**config.mk**
```make
export PLATFORM = sky130hd
export DESIGN_NAME = video_timing_pattern_gen
export DESIGN_NICKNAME = d
export VERILOG_FILES = /design/src/rtl/video_timing_pattern_gen_pkg.sv /design/src/rtl/video_timing_counter.sv /design/src/rtl/video_timing_pattern_gen.sv
export SDC_FILE = /design/constraint.sdc
export NUM_CORES = 1
export LEC_CHECK = 0
export CAP_MARGIN = 20
export CELL_PAD_IN_SITES_DETAIL_PLACEMENT = 1
export CELL_PAD_IN_SITES_GLOBAL_PLACEMENT = 1
export CORE_MARGIN = 5
export CORE_UTILIZATION = 45
export CTS_BUF_LIST = sky130_fd_sc_hd__clkbuf_8
export DETAILED_ROUTE_END_ITERATION = 16
export GPL_ROUTABILITY_DRIVEN = 0
export PLACE_DENSITY = 0.95
export SETUP_SLACK_MARGIN = 0.1
export SLEW_MARGIN = 5
export SYNTH_ARGS = -nofsm -noshare
export SYNTH_HDL_FRONTEND = slang
export SYNTH_SLANG_ARGS = --single-unit
```
**constraint.sdc**
```tcl
create_clock -name pixel_clk -period 8.25 [get_ports pixel_clk]
set_input_delay 1.65 -clock pixel_clk [delete_from_list [all_inputs] [get_ports pixel_clk]]
set_output_delay 1.65 -clock pixel_clk [all_outputs]
set_load 0.01 [all_outputs]
```
**src/rtl/video_timing_pattern_gen_pkg.sv**
```systemverilog
// Shared definitions for the raster timing / test pattern generator.
// Holds the 640x480@60 timing defaults, the pattern_sel encodings and the colour-bar LUT.
// Pure declarations. No logic, no latency, no flow control.
package video_timing_pattern_gen_pkg;

  // Width of the h/v counters. This is enough for any standard raster up to 2047 pixels or lines.
  localparam int CNT_W = 11;

  // 640x480@60 defaults.
  localparam int DEF_H_ACTIVE = 640;
  localparam int DEF_H_FP     = 16;
  localparam int DEF_H_SYNC   = 96;
  localparam int DEF_H_BP     = 48;
  localparam int DEF_V_ACTIVE = 480;
  localparam int DEF_V_FP     = 10;
  localparam int DEF_V_SYNC   = 2;
  localparam int DEF_V_BP     = 33;

  typedef enum logic [1:0] {
    PAT_BARS    = 2'd0,
    PAT_RAMP    = 2'd1,
    PAT_CHECKER = 2'd2,
    PAT_SOLID   = 2'd3
  } pattern_t;

  typedef struct packed {
    logic [7:0] r;
    logic [7:0] g;
    logic [7:0] b;
  } rgb_t;

  // Bar colours from left to right: white, yellow, cyan, green, magenta, red, blue, black.
  function automatic rgb_t bar_colour(input logic [2:0] idx);
    rgb_t c;
    case (idx)
      3'd0:    c = 24'hFFFFFF;
      3'd1:    c = 24'hFFFF00;
      3'd2:    c = 24'h00FFFF;
      3'd3:    c = 24'h00FF00;
      3'd4:    c = 24'hFF00FF;
      3'd5:    c = 24'hFF0000;
      3'd6:    c = 24'h0000FF;
      default: c = 24'h000000;
    endcase
    return c;
  endfunction

endpackage

```
**src/rtl/video_timing_counter.sv**
```systemverilog
// Raster h/v counters with the stage-0 decode: active, hsync and vsync flags, first pixel and line end.
// The counters are registered and the flags are decoded combinationally from them.
// There is no backpressure: the raster advances one pixel on every pixel_clk.
module video_timing_counter
  import video_timing_pattern_gen_pkg::*;
#(
  parameter int H_ACTIVE = DEF_H_ACTIVE,
  parameter int H_FP     = DEF_H_FP,
  parameter int H_SYNC   = DEF_H_SYNC,
  parameter int H_BP     = DEF_H_BP,
  parameter int V_ACTIVE = DEF_V_ACTIVE,
  parameter int V_FP     = DEF_V_FP,
  parameter int V_SYNC   = DEF_V_SYNC,
  parameter int V_BP     = DEF_V_BP
) (
  input  logic             pixel_clk,
  input  logic             n_rst,
  output logic [CNT_W-1:0] h_cnt,
  output logic [CNT_W-1:0] v_cnt,
  output logic             act0,
  output logic             hs0,
  output logic             vs0,
  output logic             first_px,
  output logic             line_end
);

  localparam int H_TOTAL = H_ACTIVE + H_FP + H_SYNC + H_BP;
  localparam int V_TOTAL = V_ACTIVE + V_FP + V_SYNC + V_BP;

  localparam logic [CNT_W-1:0] H_LAST   = CNT_W'(H_TOTAL - 1);
  localparam logic [CNT_W-1:0] V_LAST   = CNT_W'(V_TOTAL - 1);
  localparam logic [CNT_W-1:0] H_ACT    = CNT_W'(H_ACTIVE);
  localparam logic [CNT_W-1:0] V_ACT    = CNT_W'(V_ACTIVE);
  localparam logic [CNT_W-1:0] HS_START = CNT_W'(H_ACTIVE + H_FP);
  localparam logic [CNT_W-1:0] HS_END   = CNT_W'(H_ACTIVE + H_FP + H_SYNC);
  localparam logic [CNT_W-1:0] VS_START = CNT_W'(V_ACTIVE + V_FP);
  localparam logic [CNT_W-1:0] VS_END   = CNT_W'(V_ACTIVE + V_FP + V_SYNC);

  assign line_end = (h_cnt == H_LAST);

  // Pixel counter wraps each line. The line counter steps on the wrap, so on the
  // last pixel of a frame both counters wrap in the same cycle.
  always_ff @(posedge pixel_clk or negedge n_rst) begin
    if (!n_rst) begin
      h_cnt <= '0;
      v_cnt <= '0;
    end else if (line_end) begin
      h_cnt <= '0;
      v_cnt <= (v_cnt == V_LAST) ? '0 : v_cnt + 1'b1;
    end else begin
      h_cnt <= h_cnt + 1'b1;
    end
  end

  // Stage-0 decode. The sync flags are active-high here and polarity is applied downstream.
  always_comb begin
    act0     = (h_cnt < H_ACT) && (v_cnt < V_ACT);
    hs0      = (h_cnt >= HS_START) && (h_cnt < HS_END);
    vs0      = (v_cnt >= VS_START) && (v_cnt < VS_END);
    first_px = (h_cnt == '0) && (v_cnt == '0);
  end

endmodule

```
**src/rtl/video_timing_pattern_gen.sv**
```systemverilog
// Raster timing plus a selectable test pattern for the HDMI encoders.
// RGB and frame_start appear at c+1, hsync/vsync at c+2 and active_video at c+3, where c is the counter cycle.
// There is no backpressure: the block free-runs on pixel_clk.
module video_timing_pattern_gen
  import video_timing_pattern_gen_pkg::*;
#(
  parameter int H_ACTIVE = DEF_H_ACTIVE,
  parameter int H_FP     = DEF_H_FP,
  parameter int H_SYNC   = DEF_H_SYNC,
  parameter int H_BP     = DEF_H_BP,
  parameter int V_ACTIVE = DEF_V_ACTIVE,
  parameter int V_FP     = DEF_V_FP,
  parameter int V_SYNC   = DEF_V_SYNC,
  parameter int V_BP     = DEF_V_BP,
  parameter bit HS_POL   = 1'b0,
  parameter bit VS_POL   = 1'b0
) (
  input  logic        pixel_clk,
  input  logic        n_rst,
  input  logic [1:0]  pattern_sel,
  input  logic [23:0] solid_rgb,
  output logic [7:0]  red,
  output logic [7:0]  green,
  output logic [7:0]  blue,
  output logic        hsync,
  output logic        vsync,
  output logic        active_video,
  output logic        frame_start
);

  localparam int               BAR_W    = H_ACTIVE / 8;
  localparam logic [CNT_W-1:0] BAR_LAST = CNT_W'(BAR_W - 1);

  logic [CNT_W-1:0] h_cnt;
  logic [CNT_W-1:0] v_cnt;
  logic             act0;
  logic             hs0;
  logic             vs0;
  logic             first_px;
  logic             line_end;

  pattern_t         pat_reg;
  rgb_t             solid_reg;
  pattern_t         eff_pat;
  rgb_t             eff_solid;
  logic [CNT_W-1:0] bar_px;
  logic [2:0]       bar_idx;
  rgb_t             pix;
  rgb_t             rgb_q;
  logic             hs_d1;
  logic             vs_d1;
  logic             act_d1;
  logic             act_d2;

  // Only some counter bits feed the pattern logic.
  logic unused_cnt_bits;
  assign unused_cnt_bits = ^{h_cnt[10], h_cnt[1:0], v_cnt[10:6], v_cnt[4:0]};

  video_timing_counter #(
    .H_ACTIVE(H_ACTIVE), .H_FP(H_FP), .H_SYNC(H_SYNC), .H_BP(H_BP),
    .V_ACTIVE(V_ACTIVE), .V_FP(V_FP), .V_SYNC(V_SYNC), .V_BP(V_BP)
  ) u_counter (
    .pixel_clk (pixel_clk),
    .n_rst     (n_rst),
    .h_cnt     (h_cnt),
    .v_cnt     (v_cnt),
    .act0      (act0),
    .hs0       (hs0),
    .vs0       (vs0),
    .first_px  (first_px),
    .line_end  (line_end)
  );

  // The selection is captured only at pixel (0,0), so a mid-frame change waits for the next frame.
  always_ff @(posedge pixel_clk or negedge n_rst) begin
    if (!n_rst) begin
      pat_reg   <= PAT_BARS;
      solid_reg <= '0;
    end else if (first_px) begin
      pat_reg   <= pattern_t'(pattern_sel);
      solid_reg <= solid_rgb;
    end
  end

  // Pixel (0,0) already belongs to the new frame, so it uses the value being sampled in that cycle.
  always_comb begin
    eff_pat   = first_px ? pattern_t'(pattern_sel) : pat_reg;
    eff_solid = first_px ? rgb_t'(solid_rgb) : solid_reg;
  end

  // Bar index tracks h_cnt through an in-bar pixel counter, which avoids a divider.
  // Both counters are zero whenever h_cnt is 0.
  always_ff @(posedge pixel_clk or negedge n_rst) begin
    if (!n_rst) begin
      bar_px  <= '0;
      bar_idx <= '0;
    end else if (line_end) begin
      bar_px  <= '0;
      bar_idx <= '0;
    end else if (bar_px == BAR_LAST) begin
      bar_px  <= '0;
      bar_idx <= bar_idx + 1'b1;
    end else begin
      bar_px  <= bar_px + 1'b1;
    end
  end

  // Pattern selection for the current pixel. Blanking forces black.
  always_comb begin
    pix = '0;
    if (act0) begin
      case (eff_pat)
        PAT_BARS:    pix = bar_colour(bar_idx);
        PAT_RAMP:    pix = {3{h_cnt[9:2]}};
        PAT_CHECKER: pix = (h_cnt[5] ^ v_cnt[5]) ? 24'hFFFFFF : 24'h000000;
        PAT_SOLID:   pix = eff_solid;
        default:     pix = '0;
      endcase
    end
  end

  // Skew pipeline. RGB is registered once, sync is registered twice and DE three times.
  // Data and control words from the encoder therefore switch on the same pixel.
  always_ff @(posedge pixel_clk or negedge n_rst) begin
    if (!n_rst) begin
      rgb_q        <= '0;
      frame_start  <= 1'b0;
      hs_d1        <= ~HS_POL;
      vs_d1        <= ~VS_POL;
      hsync        <= ~HS_POL;
      vsync        <= ~VS_POL;
      act_d1       <= 1'b0;
      act_d2       <= 1'b0;
      active_video <= 1'b0;
    end else begin
      rgb_q        <= pix;
      frame_start  <= first_px;
      hs_d1        <= hs0 ? HS_POL : ~HS_POL;
      vs_d1        <= vs0 ? VS_POL : ~VS_POL;
      hsync        <= hs_d1;
      vsync        <= vs_d1;
      act_d1       <= act0;
      act_d2       <= act_d1;
      active_video <= act_d2;
    end
  end

  assign red   = rgb_q.r;
  assign green = rgb_q.g;
  assign blue  = rgb_q.b;

endmodule

```
==> impl_metrics.env <==
export IMPL_root_buffer="clkbuf_8"
export IMPL_design_core_area_um2=9820
export IMPL_yosysWarnings=0
export IMPL_fin_crit_sh_pct=47.5
export IMPL_hold_viol=0
export IMPL_cp_start_kind="input port"
export IMPL_syn_nets=534
export IMPL_setup_violations=0
export IMPL_grt_usage_pct=22.7
export IMPL_slew_viol_final=0
export IMPL_dp_hpwl_um=9330
export IMPL_path_cells="clkdlybuf4s50_1, or4_1, a21oi_1, a311oi_1"
export IMPL_critPathMaxStageDelay_ps=990
export IMPL_rsz0062_at_grt="no"
export IMPL_antenna_left=0
export IMPL_clock_tree_buffer_depth=2
export IMPL_fillCellCount=1163
export IMPL_port_buffers=55
export IMPL_synth_top_area_cell="dfrtp_1"
export IMPL_yosysSeqAreaShare_pct=51.9
export IMPL_die_width_um=110
export IMPL_dieArea_um2=12200
export IMPL_drt_iter0_markers=236
export IMPL_netlist_top_cells_area="dfrtp_1, nand2_1, a311oi_1, a21oi_1, a31oi_1"
export IMPL_cts_buffers=9
export IMPL_relSlewSlack_pct=29.6
export IMPL_synth_seq_cells=94
export IMPL_cap_violations=0
export IMPL_fin_cells=668
export IMPL_vdd_drop_max_uv=72.3
export IMPL_cts_clk_slew_worst_paths_ps=90
export IMPL_wirelength_um=13700
export IMPL_critPathMaxFanout=25
export IMPL_min_period_ps=3920
export IMPL_total_power_mw=0.872
export IMPL_syn_area_um2=4540
export IMPL_synth_cells=496
export IMPL_vias=4024
export IMPL_ys_flop_type="dfrtp_1"
export IMPL_io_pins=56
export IMPL_pre_cts_ws_ps=4110
export IMPL_p_leak_nw=2.31
export IMPL_yosys_top_cells_count="nand2_1, dfrtp_1, a21oi_1, clkbuf_1, nor2_1"
export IMPL_post_cts_setup_buffers=0
export IMPL_htree_levels=3
export IMPL_cts_tree="done"
export IMPL_synth_avg_cell_area_um2=9.16
export IMPL_synthArstFlopShare_pct=100
export IMPL_via_per_inst=6.02
export IMPL_drive_gt1_share_pct=4.49
export IMPL_ys_types=39
export IMPL_areaGrowthSynthToFinish_pct=17.9
export IMPL_grt_pass1_vias=4312
export IMPL_post_dp_cell_area_um2=5140
export IMPL_largest_reg_flops=24
export IMPL_grt_overflow=0
export IMPL_post_route_drc_count=0
export IMPL_num_antenna_cells=0
export IMPL_clk_latency_ps=380
export IMPL_worst_slew_pin_slew_ps=1060
export IMPL_cts_resized=0
export IMPL_pwr_density_cell_nw_per_um2=163
export IMPL_wl_per_cell_um=20.4
export IMPL_hold_path_class="flip-flop to flip-flop"
export IMPL_critPathSlowestCell="or4_1"
export IMPL_grt_max_degree=72
export IMPL_nNetsFinal=568
export IMPL_path_class="input port to flip-flop"
export IMPL_antenna_found_initial=0
export IMPL_design_area_um2=5350
export IMPL_place_inst=651
export IMPL_rows=36
export IMPL_outcome="complete, no violations"
export IMPL_synth_top_area_share_pct=49.6
export IMPL_cp_end_kind="flip-flop"
export IMPL_setup_slack_ps=4330
export IMPL_cts_sinks=94
export IMPL_timing_fmax_mhz=255
export IMPL_fin_tns_setup_ps=0
export IMPL_drt_first_pass_iters=4
export IMPL_arrival_ps=4110
export IMPL_die_h_um=110
export IMPL_crit_required_ps=8430
export IMPL_finClkSkew_ps=15.2
export IMPL_grt_pass1_wl_um=22500
export IMPL_hold_buffers=0
export IMPL_start_util_pct=46.3
export IMPL_synth_most_common_cell="nand2_1"
export IMPL_synth_edf_count=0
## through the flow
step           hold slack [ps]  util, %
3_5_place_dp               344     52.4
5_1_grt                    360     54.5
4_1_cts                    362     54.3
3_3_place_gp               333     52.4
2_1_floorplan              331        -
6_report                   361     54.5
## cell families (layout without fill, tap and decap cells)
group | count (synthesis) | after routing | share of synthesized area [%]
AO/OA/AOI/OAI | 108 | 108 | 15.5
AND/OR/NAND/NOR | 213 | 213 | 21.1
adder cells (fa/ha/maj) | 10 | 10 | 2.75
XOR/XNOR | 23 | 23 | 4.44
buffers and inverters | 47 | 86 | 4.08
multiplexers | 1 | 1 | 0.220
flip-flops | 94 | 94 | 51.9
## final timing paths
kind	from	endpoint	slack, ps	cells after the start
setup / recovery	pattern_sel[1]	green[5]$_DFF_PN0_	4330	4
hold / removal	act_d1$_DFF_PN0_	act_d2$_DFF_PN0_	360	0
setup reg to reg	u_counter.v_cnt[5]$_DFFE_PN0N_	green[5]$_DFF_PN0_	4580	5
hold reg to reg	act_d1$_DFF_PN0_	act_d2$_DFF_PN0_	360	0
max in group asynchronous	n_rst	solid_reg[18]$_DFF_PN0_	5880	2
min in group asynchronous	n_rst	u_counter.h_cnt[7]$_DFF_PN0_	1160	1
## worst max-delay path: cells and delay by family
| family | cells | cell delay, ps |
|---|---|---|
| buffers and inverters | 1 | 470 |
| AOI/OAI and AO/OA | 2 | 990 |
| and+or+nand+nor | 1 | 990 |
## layout by cell type (no fill, tap or decap), types with 5 or more instances in the layout
cell	instances
clkdlybuf4s50_1	54
dfrtp_1	90
nor2_1	27
a31oi_1	24
a311oi_1	24
nand2b_1	5
nand3_1	13
ha_1	10
o22ai_1	8
a21oi_1	31
nand4_1	10
o21ai_0	12
clkbuf_8	10
inv_1	16
nor4_1	8
and3_1	7
nand2_1	121
xor2_1	12
xnor2_1	11
## layer usage
metal | share of wire (%) | GRT usage, %
met4 | 3.2 | 10.8
met2 | 50 | 37.9
met3 | 4.0 | 4.27
met5 | 0 | 0
met1 | 43 | 28.4
## report_power, final
part	switching [mW]	internal [mW]	leakage, nW
registers	0.00850	0.475	1.13
clock network	0.163	0.144	0.111
logic	0.0430	0.0378	1.07
total	0.215	0.657	2.31
## area by class of cell
| type | count | area [um^2] | area share [%] |
|---|---|---|---|
| Tap cell | 133 | 166 | 3.11 |
| Clock buffer | 10 | 138 | 2.57 |
| Inverter | 12 | 45.0 | 0.842 |
| Clock inverter | 6 | 50.0 | 0.935 |
| Multi-Input combinational cell | 355 | 2010 | 37.6 |
| Timing Repair Buffer | 58 | 583 | 10.9 |
| Sequential cell | 94 | 2360 | 44.0 |
Note: power is estimated with default switching activity, not from simulation.
